## config.mk

```make
export PLATFORM = sky130hd
export DESIGN_NAME = mem_stage
export DESIGN_NICKNAME = d
export VERILOG_FILES = /design/src/rtl/mem_stage.sv
export SDC_FILE = /design/constraint.sdc
export NUM_CORES = 1
export LEC_CHECK = 0
export BUFFER_PORTS_ARGS = -buffer_cell sky130_fd_sc_hd__buf_2
export CAP_MARGIN = 0
export CORE_AREA = 2 2 233 235
export DETAILED_ROUTE_END_ITERATION = 16
export DIE_AREA = 0 0 235 237
export HOLD_SLACK_MARGIN = 0.05
export PLACE_DENSITY = 0.6
export SLEW_MARGIN = 20
export SYNTH_ARGS = -nofsm -noshare
export SYNTH_HDL_FRONTEND = slang
export SYNTH_SLANG_ARGS = --single-unit
```

## constraint.sdc

```tcl
create_clock -name clk -period 7.81 [get_ports clk]
set_clock_uncertainty 0.05 [all_clocks]
set_input_delay 0 -clock clk [delete_from_list [all_inputs] [get_ports clk]]
set_output_delay 0 -clock clk [all_outputs]
set_load 0.02 [all_outputs]
```

## src/rtl/mem_stage.sv

```systemverilog
// mem_stage - memory-access stage of the sequential RV64 core.
//
// Accepts one Execute result per start pulse, performs at most one load or
// store over a request/ready data bus, then reports write-back data, the
// resolved next PC and a fault flag together with a one-cycle done pulse.
//
// Ports
//   clk, rst_n           core clock, asynchronous active-low reset
//   start                Execute result valid (accepted only while idle)
//   MemRead, MemWrite    load / store instruction
//   Branch, Zero         conditional branch and ALU zero flag
//   funct3               access size / sign selector
//   ALU_result           effective address or pass-through result
//   B                    store data
//   Target, PC           branch target and current PC
//   mem_req/mem_we       bus request (held until mem_ready) and direction
//   mem_addr             doubleword-aligned address
//   mem_wdata/mem_wstrb  lane-shifted store data and byte enables
//   mem_rdata/mem_ready  read data and completion from the bus
//   busy, done           FSM not idle / one-cycle completion pulse
//   wb_data, next_pc     registered results, held until the next done
//   fault                misaligned or illegal access, valid with done
module mem_stage (
  input  logic        clk,
  input  logic        rst_n,
  input  logic        start,
  input  logic        MemRead,
  input  logic        MemWrite,
  input  logic        Branch,
  input  logic [2:0]  funct3,
  input  logic [63:0] ALU_result,
  input  logic [63:0] B,
  input  logic        Zero,
  input  logic [63:0] Target,
  input  logic [63:0] PC,
  output logic        mem_req,
  output logic        mem_we,
  output logic [63:0] mem_addr,
  output logic [63:0] mem_wdata,
  output logic [7:0]  mem_wstrb,
  input  logic [63:0] mem_rdata,
  input  logic        mem_ready,
  output logic        busy,
  output logic        done,
  output logic [63:0] wb_data,
  output logic [63:0] next_pc,
  output logic        fault
);

  localparam int DATA_W = 64;
  localparam int STRB_W = DATA_W / 8;

  typedef enum logic [1:0] {
    IDLE   = 2'd0,
    ACCESS = 2'd1,
    DONE   = 2'd2
  } state_t;

  state_t state_p0;
  state_t state_nxt;

  // Alignment / encoding check for an access that touches memory.
  // funct3[1:0] encodes the size for both loads and stores; funct3[2]
  // selects zero-extension on loads and is illegal on stores.
  function automatic logic access_ok(input logic       rd,
                                     input logic       wr,
                                     input logic [2:0] f3,
                                     input logic [2:0] off);
    logic ok;
    if (rd && wr)                ok = 1'b0;
    else if (rd && f3 == 3'b111) ok = 1'b0;
    else if (wr && f3[2])        ok = 1'b0;
    else begin
      case (f3[1:0])
        2'd0:    ok = 1'b1;
        2'd1:    ok = ~off[0];
        2'd2:    ok = (off[1:0] == 2'b00);
        default: ok = (off == 3'b000);
      endcase
    end
    return ok;
  endfunction

  // Select the addressed bytes of the returned doubleword and extend.
  function automatic logic [DATA_W-1:0] load_extract(input logic [DATA_W-1:0] rdata,
                                                     input logic [2:0]        f3,
                                                     input logic [2:0]        off);
    logic        [DATA_W-1:0] sh;
    logic signed [7:0]        b8;
    logic signed [15:0]       h16;
    logic signed [31:0]       w32;
    logic signed [DATA_W-1:0] res;
    sh  = rdata >> {off, 3'b000};
    b8  = sh[7:0];
    h16 = sh[15:0];
    w32 = sh[31:0];
    case (f3)
      3'b000:  res = DATA_W'(b8);
      3'b001:  res = DATA_W'(h16);
      3'b010:  res = DATA_W'(w32);
      3'b100:  res = $signed({56'd0, sh[7:0]});
      3'b101:  res = $signed({48'd0, sh[15:0]});
      3'b110:  res = $signed({32'd0, sh[31:0]});
      default: res = $signed(sh);
    endcase
    return res;
  endfunction

  function automatic logic [STRB_W-1:0] store_strb(input logic [2:0] f3,
                                                   input logic [2:0] off);
    logic [STRB_W-1:0] mask;
    case (f3[1:0])
      2'd0:    mask = 8'h01;
      2'd1:    mask = 8'h03;
      2'd2:    mask = 8'h0F;
      default: mask = 8'hFF;
    endcase
    return mask << off;
  endfunction

  function automatic logic [DATA_W-1:0] store_data(input logic [DATA_W-1:0] data,
                                                   input logic [2:0]        off);
    return data << {off, 3'b000};
  endfunction

  function automatic logic [DATA_W-1:0] resolve_pc(input logic              br,
                                                   input logic              zero,
                                                   input logic [DATA_W-1:0] tgt,
                                                   input logic [DATA_W-1:0] pc);
    return (br && zero) ? tgt : pc + 64'd4;
  endfunction

  logic              is_mem_in;
  logic [2:0]        off_in;
  logic              ok_in;
  logic              go_access;
  logic              accept;
  logic [DATA_W-1:0] npc_in;

  assign is_mem_in = MemRead | MemWrite;
  assign off_in    = ALU_result[2:0];
  assign ok_in     = access_ok(MemRead, MemWrite, funct3, off_in);
  assign go_access = is_mem_in & ok_in;
  assign accept    = (state_p0 == IDLE) & start;
  assign npc_in    = resolve_pc(Branch, Zero, Target, PC);

  // Values held across the bus access; only needed once a legal access
  // has been launched, so they carry no reset.
  logic              rd_p0;
  logic [2:0]        f3_p0;
  logic [2:0]        off_p0;
  logic [DATA_W-1:0] npc_p0;

  // ---- FSM state register ----
  always_ff @(posedge clk or negedge rst_n) begin
    if (!rst_n) state_p0 <= IDLE;
    else        state_p0 <= state_nxt;
  end

  always_comb begin
    state_nxt = state_p0;
    case (state_p0)
      IDLE:    if (start) state_nxt = go_access ? ACCESS : DONE;
      ACCESS:  if (mem_ready) state_nxt = DONE;
      DONE:    state_nxt = IDLE;
      default: state_nxt = IDLE;
    endcase
  end

  // mem_req follows the state directly so an asynchronous reset drops it
  // in the same cycle.
  assign mem_req = (state_p0 == ACCESS);
  assign busy    = (state_p0 != IDLE);
  assign done    = (state_p0 == DONE);

  // ---- capture stage: request context ----
  always_ff @(posedge clk) begin
    if (accept && go_access) begin
      rd_p0  <= MemRead;
      f3_p0  <= funct3;
      off_p0 <= off_in;
      npc_p0 <= npc_in;
    end
  end

  // ---- bus drive and result registers ----
  always_ff @(posedge clk or negedge rst_n) begin
    if (!rst_n) begin
      mem_we    <= 1'b0;
      mem_addr  <= '0;
      mem_wdata <= '0;
      mem_wstrb <= '0;
      wb_data   <= '0;
      next_pc   <= '0;
      fault     <= 1'b0;
    end else begin
      if (accept) begin
        if (go_access) begin
          mem_we    <= MemWrite;
          mem_addr  <= {ALU_result[63:3], 3'b000};
          mem_wdata <= MemWrite ? store_data(B, off_in) : '0;
          mem_wstrb <= MemWrite ? store_strb(funct3, off_in) : '0;
        end else begin
          // Straight to DONE: pass-through result, or a faulting access.
          wb_data <= is_mem_in ? '0 : ALU_result;
          next_pc <= npc_in;
          fault   <= is_mem_in;
        end
      end else if (mem_req && mem_ready) begin
        wb_data <= rd_p0 ? load_extract(mem_rdata, f3_p0, off_p0) : '0;
        next_pc <= npc_p0;
        fault   <= 1'b0;
      end
    end
  end

endmodule

```

==> results of run 1 <==
-- power groups by stage --
stage,clock (uW),sequential (uW),combinational (uW)
floorplan,0,2930,694
global placement,0,2450,2020
detailed placement,0,2460,2050
CTS,2010,2440,2230
global route,2080,2480,2380
finish,1970,2440,2240
-- path summary, 6_finish.rpt --
kind / cells after the start / slack, ns / from / endpoint
max: 8 / 3.70 / off_p0[0]$_DFFE_PP_ / wb_data[46]$_DFFE_PN0P_
max reg2reg: 8 / 3.70 / off_p0[0]$_DFFE_PP_ / wb_data[46]$_DFFE_PN0P_
max in group asynchronous: 3 / 6.21 / rst_n / mem_wstrb[5]$_DFFE_PN0P_
min: 2 / 0.02 / rst_n / mem_addr[60]$_DFFE_PN0P_
min reg2reg: 2 / 0.42 / mem_wstrb[5]$_DFFE_PN0P_ / mem_wstrb[5]$_DFFE_PN0P_
min in group clk: 6 / 0.07 / PC[3] / next_pc[3]$_DFFE_PN0P_
-- timing repair --
action,4_1_cts,5_1_grt
endpoints found under the hold margin,430,0
hold buffers,353,0
gates resized for setup,0,0
-- layout by cell type (no fill, tap or decap), types with 27 or more instances in the layout --
| cell | Yosys | layout |
|---|---|---|
| edfxtp_1 | 71 | 71 |
| mux2i_1 | 91 | 91 |
| nand3_1 | 28 | 28 |
| nor2_1 | 172 | 172 |
| a31oi_1 | 27 | 27 |
| mux2_2 | 123 | 123 |
| buf_2 | 29 | 593 |
| clkbuf_16 | 0 | 42 |
| dfrtp_1 | 265 | 265 |
| nand2_1 | 248 | 245 |
| a21oi_1 | 158 | 158 |
| a22oi_1 | 43 | 43 |
| o31ai_1 | 38 | 38 |
| dlygate4sd3_1 | 0 | 353 |
| o21ai_0 | 143 | 143 |
| xnor2_1 | 32 | 32 |
-- cell usage after synthesis, types with 14 or more instances --
cell / n / share of area [%]
xnor2_1: 32 / 1.5
nand2_1: 248 / 5.0
and2_1: 16 / 0.53
a2bb2oi_1: 23 / 1.1
o21ai_0: 143 / 3.8
a31oi_1: 27 / 0.90
and3_1: 20 / 0.67
a22oi_1: 43 / 1.7
o31ai_1: 38 / 1.5
mux2_2: 123 / 7.4
nor4_1: 19 / 0.63
nor2_1: 172 / 3.4
o211ai_1: 14 / 0.56
nand3_1: 28 / 0.75
buf_2: 29 / 0.78
clkbuf_1: 102 / 2.0
nor3_1: 19 / 0.51
a21oi_1: 158 / 4.2
edfxtp_1: 71 / 11
a22o_1: 14 / 0.66
nand4_1: 17 / 0.57
o21a_1: 14 / 0.56
mux2i_1: 91 / 4.9
a221o_1: 14 / 0.75
dfrtp_1: 265 / 35
-- registers in the layout (all words and copies together), names as in the netlist --
register / cells
mem_wdata: 64
next_pc: 64
npc_p0: 64
wb_data: 64
mem_addr: 61
mem_wstrb: 8
f3_p0: 3
off_p0: 3
state_p0: 2
fault: 1
mem_we: 1
rd_p0: 1
-- cell families after synthesis --
kind of cell    after synthesis  synth area share [%]
compound gates              556                  19.1
xor+xnor                     45                  2.11
fa+ha+maj                     1                0.0668
buf+inv                     169                  3.90
flops                       336                  46.8
mux                         223                  13.3
other cells                   1                0.0200
simple gates                602                  14.7
-- per-stage QoR --
step           total power, uW  utilization (%)  setup WS [ns]  instance area, um2  hold slack [ns]
2_1_floorplan             3620                -           4.24               18700           -0.346
3_3_place_gp              4480             41.5           3.99               22100           0.0954
3_5_place_dp              4510             41.5           4.01               22100           0.0822
4_1_cts                   6680             50.7           3.75               27000           0.0512
5_1_grt                   6940             50.8           3.39               27000           0.0860
6_report                  6650             50.8           3.70               27000           0.0209
-- per-layer routing --
layer  vias to the layer above  track usage, %  wire length [um]
met1                      9378            34.1             31600
met4                         2            11.0              3300
met2                       882            46.3             38000
met5                         -               0                13
met3                       175            4.22              5070
li1                       8805               -                 -
-- cell type report --
type                            count  area, um2
Fill cell                        4887      26200
Sequential cell                   336       8760
Clock inverter                     12        186
Inverter                           15       58.8
Clock buffer                       59       1180
Antenna cell                        2       5.00
Timing Repair Buffer              972       6720
Tap cell                          696        871
Multi-Input combinational cell   1430       9260
==> impl_metrics.yaml, run 1 <==
status:
  status: "finished, final reports clean"
clocking:
  post_cts_buffers: 0
  h-tree-depth: 2
  cts_root_buffer: "clkbuf_16"
  insertion_delay_ns: 0.56
  cts_sinks: 336
  cts.path.max_buffers: 3
  cts_tree: "built"
  clk_pin_slew_ns: 0.06
  cts_inserted_buffers: 39
power:
  max-vdd-ir-drop_uv: 141
  p_leak_uw: 0.0121
  p_switching_uw: 2390
  internal_power_uw: 4260
  power_density_nw_per_um2: 246
  comb_power_share_pct: 33.6
  pwr-share-seq_pct: 36.7
  switching_share_pct: 35.9
  clockPowerShare_pct: 29.7
floorplan:
  rows: 85
  pin_count: 600
  initial_core_util_pct: 35.1
  core-area_um2: 53300
  dieHeight_um: 237
  fp.dieW_um: 235
  die_area_um2: 55700
timing:
  slew_violations: 0
  period_share_pct: 52.7
  relSlewSlack_pct: 26.9
  fin_crit_ns: 4.11
  hold_viol_final: 0
  final.setup.tns_ns: 0
  rsz0062_at_grt: "false"
  finalSetupViolations: 0
  tightest_slew_ns: 1.09
  fmax_ghz: 0.243
synthesis:
  synthFlopType: "dfrtp_1"
  ys_seq_area_share_pct: 46.8
  yosys_register_bits: 336
  synth_area_um2: 18700
  ys_types: 70
  avgSynthCellArea_um2: 9.68
  synth_edf_count: 71
  async_flop_share_pct: 78.9
  synth_cells: 1933
  yosysWarnings: 0
placement:
  port_buffers: 596
  placed_cells: 3096
  dp.final_hpwl_mm: 55.1
  place.gp.congestion: 0.945
worst_setup_path:
  slowest_stage: "clkinv_1"
  cp_common_cell: "buf_4"
  crit_type: "register to register"
  crit_buf_inv: 4
  worstPathRequired_ns: 8.26
  cp-start-kind: "register"
  endpoint_kind: "register"
  path_max_fanout: 65
  critPathTopFamily: "buffers and inverters"
  path_cells: "buf_4, clkinv_1, mux4_2, o22ai_1, o211ai_1, buf_4, o21ai_0, dlygate4sd3_1"
  cp_slowest_stage_delay_ns: 0.91
  arrival_ns: 4.56
grt:
  grt_pass1_vias: 19235
  grt_max_degree: 156
  grt_usage_pct: 27.0
  overflow: 0
  antenna_found_initial: 3
  grt_pass1_wl_mm: 117
route:
  firstDrtPassIters: 5
  vias: 19242
  antenna_left: 0
  detail_route.drc_violations: 0
  drt-vias-per-instance: 5.46
  wl_mm: 78.1
  avgRoutedWirePerCell_um: 22.2
  drtIter0Drc: 1499
finish:
  drive_gt1_share_pct: 29.5
  syn_to_final_growth_pct: 44.5
  instances_no_fill: 3522
  layout.nets: 3126
min_path:
  hold_class: "input pin to asynchronous set/reset pin"
run:
  max_cap_violations: 0
No activity file was read; power rests on OpenSTA's default activity.
==> inputs of run 2 (changes only) <==
clock period = 4.1 ns   (was 7.81 ns; I/O delays follow)
==> run 2 against run 1 <==
Die area did not move. Sequential cell count is the same. Largest power group unchanged. Cell count about the same. Worst hold slack improved by 0.052 ns. Combinational power rose by 89%. Via count up 0.94%. Critical endpoint is now next_pc[51]$_DFFE_PN0P_. Register-to-register slack got worse by 3.1 ns. Clock power is 77% higher.
==> impl_metrics.yaml, run 2 (synthesis gave the netlist of run 1 again) <==
status:
  status: "finished, final reports clean"
placement:
  dp.final_hpwl_mm: 56.8
  place.gp.congestion: 0.956
  port_buffers: 596
  place_area_um2: 22200
floorplan:
  die_area_um2: 55700
  core-area_um2: 53300
  pin_count: 600
  fp.dieW_um: 235
  dieHeight_um: 237
  initial_core_util_pct: 35.1
  rows: 85
worst_setup_path:
  arrival_ns: 4.22
  crit_buf_inv: 4
  crit_type: "input pin to register"
  critPathTopFamily: "simple AND/OR/NAND/NOR gates"
  slowest_stage: "nand4_1"
  endpoint_kind: "register"
  path_max_fanout: 14
  cp-start-kind: "input pin"
  path_cells: "dlygate4sd3_1, buf_2, nand3_1, nor4_2, nand4_1, nor4_1, xnor2_1, dlygate4sd3_1, a21oi_1, dlygate4sd3_1"
  r2r_slack_ns: 0.62
  worstPathRequired_ns: 4.49
  cp_slowest_stage_delay_ns: 0.64
  cp_common_cell: "dlygate4sd3_1"
route:
  antenna_left: 0
  detail_route.drc_violations: 0
  vias: 19422
  drtIter0Drc: 1569
  wl_mm: 80.1
  avgRoutedWirePerCell_um: 22.8
  firstDrtPassIters: 8
  drt-vias-per-instance: 5.52
finish:
  drive_gt1_share_pct: 29.8
  mostFrequentLayoutCells: "593 x buf_2, 346 x dlygate4sd3_1, 265 x dfrtp_1"
  stdcell_area_um2: 27000
  seq_area_um2: 8760
  layout_commonest_cell: "buf_2"
  layout.nets: 3127
  final_util_pct: 50.7
  diodes: 0
  multi_input_area_um2: 9260
  syn_to_final_growth_pct: 44.2
  fill_cells: 4944
clocking:
  cts_root_buffer: "clkbuf_16"
  h-tree-depth: 2
  cts_sinks: 336
  cts_tree: "built"
  clk_pin_slew_ns: 0.06
  insertion_delay_ns: 0.56
  cts_inserted_buffers: 39
  cts.path.max_buffers: 3
timing:
  hold-worst-slack_ns: 0.0729
  final.setup.tns_ns: 0
  finalSetupViolations: 0
  relSlewSlack_pct: 29.0
  period_share_pct: 93.4
  fmax_ghz: 0.261
  fin_crit_ns: 3.83
  hold_viol_final: 0
  slew_violations: 0
  rsz0062_at_grt: "false"
  tightest_slew_ns: 1.06
run:
  max_cap_violations: 0
power:
  p_leak_uw: 0.0121
  max-vdd-ir-drop_uv: 278
  power_density_nw_per_um2: 461
grt:
  grt_max_degree: 113
  grt_pass1_wl_mm: 119
  antenna_found_initial: 0
  grt_pass1_vias: 19422
  overflow: 0
  grt_usage_pct: 27.7
min_path:
  hold_class: "input pin to register"
==> run 2: repair_timing <==
| item | in CTS | in global routing |
|---|---|---|
| resized for setup | 0 | 0 |
| endpoints found under the hold margin | 582 | 0 |
| setup buffers | 0 | 0 |
| endpoints found under the setup margin | 0 | 0 |
| hold buffers | 347 | 0 |
==> run 2: routing by layer <==
| metal | share of wire [%] | track usage, % |
|---|---|---|
| met1 | 40 | 33.9 |
| met2 | 50 | 48.5 |
| met3 | 6.2 | 4.31 |
| met4 | 4.3 | 11.4 |
| met5 | 0 | 0 |
==> run 2: worst reg2reg max path, cell delays in order, from the launching register on <==
cell	delay, ns
edfxtp_1	0.41
buf_4	0.63
mux2_2	0.43
a32oi_1	0.23
a21oi_1	0.12
o21a_1	0.18
o211ai_1	0.25
buf_4	0.34
o21ai_0	0.14
dlygate4sd3_1	0.57
==> run 2: final timing paths <==
path | startpoint | endpoint | depth (start not counted)
worst max-delay path | PC[7] | next_pc[51]$_DFFE_PN0P_ | 10
min in group asynchronous | rst_n | next_pc[61]$_DFFE_PN0P_ | 4
max in group asynchronous | rst_n | mem_wstrb[2]$_DFFE_PN0P_ | 4
worst min-delay path | PC[13] | next_pc[13]$_DFFE_PN0P_ | 5
worst max register to register | off_p0[0]$_DFFE_PP_ | wb_data[41]$_DFFE_PN0P_ | 9
worst min register to register | next_pc[35]$_DFFE_PN0P_ | next_pc[35]$_DFFE_PN0P_ | 2
==> run 2: metrics by stage <==
stage	instances	setup WS, ns	power, uW
after floorplan	1935	0.530	6890
after global placement	3103	1.01	8570
after detailed placement	3103	0.996	8640
after CTS	3519	0.359	12500
after global routing	3519	0.110	13000
final	3519	0.271	12400
==> run 2: power by group <==
part	internal [uW]	total, uW	switching [uW]
clock network	2060	3490	1440
registers	4200	4710	511
logic	1640	4230	2590
total	7900	12400	4540
==> run 2: area by class of cell <==
class                   instances  area share (%)
clock buffers                  60            4.39
clock inverters                 9           0.329
inverters                      15           0.218
multi-input cells            1430            34.3
flip-flops and latches        336            32.5
well taps                     696            3.23
repair buffers                973            25.1
